===== config.mk =====
export PLATFORM = sky130hd
export DESIGN_NAME = fetch_queue
export DESIGN_NICKNAME = d
export VERILOG_FILES = /design/src/rtl/fetch_pkg.sv /design/src/rtl/fetch_queue_mem.sv /design/src/rtl/fetch_queue.sv
export SDC_FILE = /design/constraint.sdc
export NUM_CORES = 1
export LEC_CHECK = 0
export ABC_AREA = 1
export CORE_MARGIN = 2
export CORE_UTILIZATION = 30
export CTS_CLUSTER_DIAMETER = 120
export CTS_CLUSTER_SIZE = 8
export DETAILED_ROUTE_END_ITERATION = 8
export HOLD_SLACK_MARGIN = 0.08
export PLACE_DENSITY = 0.59
export SYNTH_ARGS = -nofsm -noshare
export SYNTH_HDL_FRONTEND = slang
export SYNTH_SLANG_ARGS = --single-unit
export TNS_END_PERCENT = 50

===== constraint.sdc =====
create_clock -name clk -period 5.1 [get_ports clk]
set_input_delay 1.53 -clock clk [delete_from_list [all_inputs] [get_ports clk]]
set_output_delay 1.53 -clock clk [all_outputs]
set_load 0.03 [all_outputs]

===== src/rtl/fetch_pkg.sv =====
// Shared constants and types for the dual-issue instruction fetch queue.
package fetch_pkg;

  localparam int          DEFAULT_DEPTH = 8;
  localparam logic [31:0] BUBBLE_WORD   = 32'h0000_0000;
  localparam logic [31:0] NOP_WORD      = 32'h0000_0013;

  typedef logic [1:0] issue_cnt_t;

  // The issue stage never retires more than two words; an illegal 3 retires two.
  function automatic issue_cnt_t sat_consume(input issue_cnt_t c);
    return (c == 2'd3) ? 2'd2 : c;
  endfunction

endpackage


===== src/rtl/fetch_queue_mem.sv =====
// DEPTH x 32 queue storage: two write ports at wr_ptr/wr_ptr+1, two read ports at rd_ptr/rd_ptr+1.
module fetch_queue_mem
  import fetch_pkg::*;
#(
  parameter int DEPTH = DEFAULT_DEPTH
) (
  input  logic                     clk,
  input  logic                     wr_en,
  input  logic [$clog2(DEPTH)-1:0] wr_ptr,
  input  logic [63:0]              wr_data,
  input  logic [$clog2(DEPTH)-1:0] rd_ptr,
  output logic [31:0]              rd_data0,
  output logic [31:0]              rd_data1
);

  localparam int PW = $clog2(DEPTH);

  logic [31:0]   mem_q [DEPTH];
  logic [PW-1:0] wr_ptr_hi;
  logic [PW-1:0] rd_ptr_hi;

  assign wr_ptr_hi = wr_ptr + PW'(1);
  assign rd_ptr_hi = rd_ptr + PW'(1);

  // Storage is never read while its slot is invalid, so it carries no reset.
  always_ff @(posedge clk) begin
    if (wr_en) begin
      mem_q[wr_ptr]    <= wr_data[31:0];
      mem_q[wr_ptr_hi] <= wr_data[63:32];
    end
  end

  assign rd_data0 = mem_q[rd_ptr];
  assign rd_data1 = mem_q[rd_ptr_hi];

endmodule


===== src/rtl/fetch_queue.sv =====
// Dual-issue instruction fetch queue: fetches 8 bytes per request, presents the two oldest words.
// Optional FETCH_QUEUE_STALL_CNT_EN adds a saturating stallCycles counter output.
module fetch_queue
  import fetch_pkg::*;
#(
  parameter int          DEPTH    = DEFAULT_DEPTH,
  parameter logic [31:0] RESET_PC = 32'h0000_0000
) (
  input  logic                     clk,
  input  logic                     rst,
  input  logic                     redirectValid,
  input  logic [31:0]              redirectPc,
  output logic                     imemReq,
  output logic [31:0]              imemAddr,
  input  logic [63:0]              imemRdata,
  input  issue_cnt_t               consume,
  output logic [31:0]              inst1,
  output logic [31:0]              inst2,
  output logic [31:0]              pc1,
  output logic [$clog2(DEPTH):0]   count
`ifdef FETCH_QUEUE_STALL_CNT_EN
  ,
  output logic [31:0]              stallCycles
`endif
);

  localparam int PW = $clog2(DEPTH);
  localparam int CW = PW + 1;
  localparam logic [CW:0] ROOM_LIMIT = (CW+1)'(DEPTH - 2);

  logic [PW-1:0] head_q, head_d;
  logic [PW-1:0] tail_q, tail_d;
  logic [CW-1:0] count_q, count_d;
  logic [31:0]   fetch_pc_q, fetch_pc_d;
  logic [31:0]   head_pc_q, head_pc_d;
  logic          pending_q, pending_d;

  issue_cnt_t    cons_sat;
  logic [CW-1:0] eff_cnt;
  logic [CW-1:0] push_cnt;
  logic [CW:0]   occupied;
  logic          push;
  logic          req;
  logic [31:0]   rd_word0;
  logic [31:0]   rd_word1;

  always_comb begin
    cons_sat = sat_consume(consume);
    eff_cnt  = (CW'(cons_sat) > count_q) ? count_q : CW'(cons_sat);
    push     = pending_q && !redirectValid;
    push_cnt = push ? CW'(2) : '0;
    // In-flight words already own their slots, so they count against free space.
    occupied = {1'b0, count_q} + (pending_q ? (CW+1)'(2) : '0);
    req      = !rst && !redirectValid && (occupied <= ROOM_LIMIT);

    head_d     = head_q;
    tail_d     = tail_q;
    count_d    = count_q;
    fetch_pc_d = fetch_pc_q;
    head_pc_d  = head_pc_q;
    pending_d  = pending_q;

    if (redirectValid) begin
      head_d     = '0;
      tail_d     = '0;
      count_d    = '0;
      fetch_pc_d = redirectPc;
      head_pc_d  = redirectPc;
      pending_d  = 1'b0;
    end else begin
      if (push) begin
        tail_d = tail_q + PW'(2);
      end
      head_d    = head_q + eff_cnt[PW-1:0];
      head_pc_d = head_pc_q + (32'(eff_cnt) << 2);
      count_d   = count_q + push_cnt - eff_cnt;
      pending_d = req;
      if (req) begin
        fetch_pc_d = fetch_pc_q + 32'd8;
      end
    end
  end

  always_ff @(posedge clk or posedge rst) begin
    if (rst) begin
      head_q     <= '0;
      tail_q     <= '0;
      count_q    <= '0;
      fetch_pc_q <= RESET_PC;
      head_pc_q  <= RESET_PC;
      pending_q  <= 1'b0;
    end else begin
      head_q     <= head_d;
      tail_q     <= tail_d;
      count_q    <= count_d;
      fetch_pc_q <= fetch_pc_d;
      head_pc_q  <= head_pc_d;
      pending_q  <= pending_d;
    end
  end

  fetch_queue_mem #(
    .DEPTH (DEPTH)
  ) u_mem (
    .clk      (clk),
    .wr_en    (push),
    .wr_ptr   (tail_q),
    .wr_data  (imemRdata),
    .rd_ptr   (head_q),
    .rd_data0 (rd_word0),
    .rd_data1 (rd_word1)
  );

  assign imemReq  = req;
  assign imemAddr = fetch_pc_q;
  assign inst1    = (count_q != '0)       ? rd_word0 : BUBBLE_WORD;
  assign inst2    = (count_q >= CW'(2))   ? rd_word1 : BUBBLE_WORD;
  assign pc1      = head_pc_q;
  assign count    = count_q;

`ifdef FETCH_QUEUE_STALL_CNT_EN
  logic [31:0] stall_cnt_q, stall_cnt_d;

  always_comb begin
    stall_cnt_d = stall_cnt_q;
    if ((count_q < CW'(2)) && !redirectValid && (stall_cnt_q != 32'hFFFF_FFFF)) begin
      stall_cnt_d = stall_cnt_q + 32'd1;
    end
  end

  always_ff @(posedge clk or posedge rst) begin
    if (rst) begin
      stall_cnt_q <= '0;
    end else begin
      stall_cnt_q <= stall_cnt_d;
    end
  end

  assign stallCycles = stall_cnt_q;
`endif

endmodule


# After elaboration in Yosys (flattened, before gate mapping)
# Memory sizes are Yosys's and may differ from the RTL's.
# Cells that the tools add are included.
# op_classes
add_sub_neg	9
order_cmp	3
eq_ne	1
n_mux	16
n_reduce_logical	8
# op_table
operator	count
32-bit two-way mux	5
32-bit by 4-bit adder with 32-bit output, second input constant	1
32-bit by 6-bit adder with 32-bit output	1
3-bit two-way mux	3
4-bit two-way mux	2
3-bit by 1-bit adder with 3-bit output, second input constant	2
2-bit two-way mux	3
4-bit by 2-bit adder with 5-bit output	1
5-bit by 3-bit <= comparator with 1-bit output, second input constant	1
4-bit by 2-bit adder with 4-bit output	1
4-bit by 2-bit >= comparator with 1-bit output, second input constant	1
2-bit by 4-bit greater-than comparator with 1-bit output	1
2-bit nonzero test	2
4-bit nonzero test	1
4-bit subtractor	1
3-bit by 2-bit adder with 3-bit output, second input constant	1
3-bit adder	1
1-bit logical AND	3
1-bit two-way mux	3
2-bit equality test, second input constant	1
1-bit zero test	2
# word_totals
register_bits	75
mem_bits_rw	256
input_bits	101
out_inout_bits	133
wordCells	44
mem_count	1
# mem_list
name	depth	word_bits	read_ports	rd_ports_with_merged_regs	write_ports	line	rtl
u_mem.mem_q	8	32	2	0	2	fetch_queue_mem.sv:18	logic [31:0] mem_q [DEPTH];

# Depth between registers and ports, before layout
# logic_depth
ltp_word	6
mapped_depth	20
depth_no_buf	20

# Hierarchy
# From an unflattened synthesis, not the netlist that was laid out.
# hier_totals
hier_cells	3548
area_unflattened_um2	23563.8
# modules_own_cells
mod	instances	cells_each	area_per_inst_um2	seq_area_each_um2
fetch_queue_mem	1	2680	18077.3	7687.4
fetch_queue	1	868	5486.5	1851.8

# Worst setup path before layout
# Ideal clock, no wire load.
# synth_timing
kind	input -> register
from	input consume[1]
to	register head_pc_q[28], in the netlist pc1[28]
setup_time_ns	0.117
t_arrival_ns	3.864
required_time_ns	4.983
setup_slack_ns	1.119
cell_stages	19
path_buffers	1
cell_sequence	clkbuf_1 -> ha_1 -> inv_1 -> o21bai_1 -> nand2_1 -> a21oi_1 -> ha_1 -> inv_1 -> fa_1 -> inv_1 -> nand3_1 -> nand2_1 -> nand2_1 -> nor2_1 -> nand2_1 -> nand2_1 -> nand2_1 -> nand2_1 -> nand2_1
# synth_between
elab_chain_len	6
# synth_rtl
element	line	rtl
start: declaration	fetch_queue.sv:16	input issue_cnt_t consume,
2-bit equality test	fetch_pkg.sv:12	return (c == 2'd3) ? 2'd2 : c;
2-bit two-way mux *	fetch_pkg.sv:12	
2-bit by 4-bit greater-than comparator with 1-bit output	fetch_queue.sv:49	eff_cnt = (CW'(cons_sat) > count_q) ? count_q : CW'(cons_sat);
4-bit two-way mux *	fetch_queue.sv:49	
32-bit by 6-bit adder with 32-bit output *	fetch_queue.sv:75	head_pc_d = head_pc_q + (32'(eff_cnt) << 2);
32-bit two-way mux *	fetch_queue.sv:63	if (redirectValid) begin
net head_pc_d[28]	fetch_queue.sv:35	logic [31:0] head_pc_q, head_pc_d;
end signal: assignment	fetch_queue.sv:97	head_pc_q <= head_pc_d;
end: declaration	fetch_queue.sv:35	
# Mark *: on every way through the listed nets, which the timed path passes. The rest lies on a longest branch.
# A chain may end at the register's enable or synchronous reset.

# Final worst setup path
# layout_timing
from	register head_q[1]
to	output inst2[31]
# layout_between
elab_chain_len	3
# layout_rtl
element	line	rtl
start: declaration	fetch_queue.sv:31	logic [PW-1:0] head_q, head_d;
start signal: assignment	fetch_queue.sv:86	head_q <= '0;
start signal: assignment	fetch_queue.sv:93	head_q <= head_d;
3-bit by 1-bit adder with 3-bit output	fetch_queue_mem.sv:23	assign rd_ptr_hi = rd_ptr + PW'(1);
memory read 8 x 32 bit	--	
32-bit two-way mux	fetch_queue.sv:117	assign inst2 = (count_q >= CW'(2)) ? rd_word1 : BUBBLE_WORD;
end: declaration	fetch_queue.sv:18	output logic [31:0] inst2,
# No other way between the ends.

==> flow_metrics.tcl <==
set metrics [dict create \
    finalPower_mw 13.25 \
    yosys-top-cells-area "edfxtp_1 (40%), nand2_1 (9.9%), dfrtp_1 (9.7%)" \
    wirelength_um 63440 \
    synth_top_flop_cell "edfxtp_1" \
    period_share_pct 97.40 \
    dpl_cell_area_um2 21900 \
    arrival_ps 3440 \
    routedWlPerCell_um 19.24 \
    vias_per_cell 5.221 \
    ys.warnings.count 0 \
    drv_cap 0 \
    num-fill-cells 6328 \
    yosysUniqueCellTypes 39 \
    ys_seq_area_share_pct 50.20 \
    cts_tree "done" \
    multi_input_area_um2 7720 \
    synth.largest_area_cell "edfxtp_1" \
    drv_slew 0 \
    finalClockSkew_ps 28.74 \
    grt_pass1_wl_um 96240 \
    clock_latency_ps 600 \
    die_h_um 255.7 \
    drc 0 \
    cts.htree.levels 2 \
    grt_max_degree 126 \
    antenna_found_initial 5 \
    area_delta_synth_final_pct 22.16 \
    ir_worst_vdd_mv 0.2527 \
    ctsResizeCount 0 \
    ant_nets 0 \
    whs_ps 473.4 \
    mostFrequentLayoutCells "nand2_1 (495), o21ai_0 (329), edfxtp_1 (256), inv_1 (221), clkdlybuf4s50_1 (201)" \
    num_rows 92 \
    min_period_ps 4967 \
    core_area_um2 62850 \
    hold_violations 0 \
    hold_class "flop to flop" \
    first_global_vias 16850 \
    drtIter0Drc 1390 \
    crit_slowest_cell "clkdlybuf4s50_1" \
    syn_nets 2454 \
    worst-path-buf-inv 2 \
    numPortBuffers 233 \
    cp-end-kind "output port" \
    drt_pass1_iterations 5 \
    fp.dieW_um 255.7 \
    start_kind "flop" \
    synth.top_cell.area_share_pct 40.45 \
    fmax_mhz 201.3 \
    crit_type "flop to output port" \
    slew_headroom_pct 26.73 \
    async_flop_share_pct 22.42 \
    cpPeakStageDelay_ps 760 \
    layout-drive-gt1-share_pct 6.202 \
    hpwlAfterDp_um 40910 \
    register_area_um2 9548 \
    die_area_um2 65370 \
    cellLeakagePower_nw 9.400 \
    synth_edf_count 256 \
    path_cells "ha_2, clkinv_2, nand3_1, a21oi_1, nor3_1, clkdlybuf4s50_1" \
    fin_area_um2 23210 \
    cp.required_ps 3570 \
    track_usage_pct 18.76 \
    path_clk_slew_ps 60 \
    holdBufCountCts 0 \
    cts_root_buf "clkbuf_16" \
    worstMarginPinSlew_ps 1097 \
    setup_viol 0 \
    cp_top_family "buffers and inverters" \
    status "finished clean" \
    worstPathMaxFanout 21 \
    num_antenna_cells 0 \
    io_pins 234 \
    powerDensity_nw_per_um2 570.7 \
    fin_nets 2565 \
    ys_ff_latch 330 \
    netlist_instances 2328 \
    clk_path_buf_depth 3 \
    numCtsBuffers 47 \
    grt_overflow 0 \
    clkSinkCount 330 \
    num_vias 17220 \
    post_cts_buffers 0 \
    initial_core_util_pct 30.24 \
    avgSynthCellArea_um2 8.163 \
    syn_area_um2 19000 \
    gp_congestion 0.9210 \
    final_common_cell "nand2_1" \
]
==> flip-flops by register name, summed over array words and instances (netlist names) <==
name / count
head_q: 3
pending_q: 1
imemAddr: 32
count: 4
tail_q: 2
pc1: 32
u_mem.mem_q: 256
==> layer usage <==
layer  part of all wire (%)  GRT usage (%)  wire length [um]  vias up
met2                     49          32.39             30790      742
met3                    8.5          4.377              5417      146
met5                  0.096              0                61        -
li1                       -              -                 -     8066
met4                    3.2          7.099              2030       10
met1                     40          22.66             25130     8251
==> final timing paths <==
kind / from / endpoint / slack, ps / cells past startpoint
setup / recovery: head_q[1]$_DFF_PP0_ / inst2[31] / 130 / 6
setup reg to reg: count[1]$_DFF_PP0_ / pc1[28]$_DFF_PP0_ / 1560 / 19
hold / removal: pc1[1]$_DFFE_PP0P_ / pc1[1]$_DFFE_PP0P_ / 470 / 2
min in group asynchronous: rst / head_q[1]$_DFF_PP0_ / 1310 / 2
hold reg to reg: pc1[1]$_DFFE_PP0P_ / pc1[1]$_DFFE_PP0P_ / 470 / 2
max in group asynchronous: rst / pc1[17]$_DFF_PP0_ / 2840 / 3
==> layout make-up <==
type	instances	area share, %
inverters	232	3.800
multi-input cells	1557	33.25
clock buffers	57	5.228
well taps	846	4.560
flip-flops and latches	330	41.13
repair buffers	271	11.65
clock inverters	4	0.3773
==> where the power goes <==
| group | internal (mW) | total, mW | switching [mW] | leakage (nW) |
|---|---|---|---|---|
| clock network | 1.67 | 2.88 | 1.22 | 0.624 |
| logic | 2.42 | 7.03 | 4.61 | 5.57 |
| registers | 3.09 | 3.33 | 0.247 | 3.21 |
==> per-stage QoR <==
stage	std cells	setup slack (ps)	utilization, %	TNS [ps]
after floorplan	2328	1119	-	0
after global placement	3236	197.0	34.85	0
after detailed placement	3236	87.66	34.85	0
after CTS	3297	36.95	36.92	0
after global routing	3297	-5.191	36.94	-5.191
final	3297	132.6	36.94	0
==> Yosys cell counts, drive strengths merged, types with 4 or more instances <==
cell type    n
a21oi      167
a31oi       31
buf         70
clkbuf     139
dfrtp       74
edfxtp     256
fa           4
ha          21
inv        229
nand2      499
nand3       92
nand3b       8
nand4       10
nor2       195
nor3        39
o211a       30
o211ai      68
o21ai      361
xnor2        4
xor2        13
==> cells by family (layout without fill, tap and decap cells) <==
logic type / after synthesis / after routing / share of synthesized area [%]
buffers and inverters: 441 / 564 / 9.468
DFF: 330 / 330 / 50.20
and+or+nand+nor: 847 / 847 / 18.08
AOI/OAI and AO/OA: 668 / 668 / 19.63
adders and majority gates: 25 / 25 / 1.804
xor gates and xnor gates: 17 / 17 / 0.8230
==> worst min-delay path, delay by kind of cell (launching register included) <==
kind | cells | cell delay [ps]
AND/OR/NAND/NOR | 2 | 90
flip-flops | 1 | 340
Power figures use the tool's default switching activity.
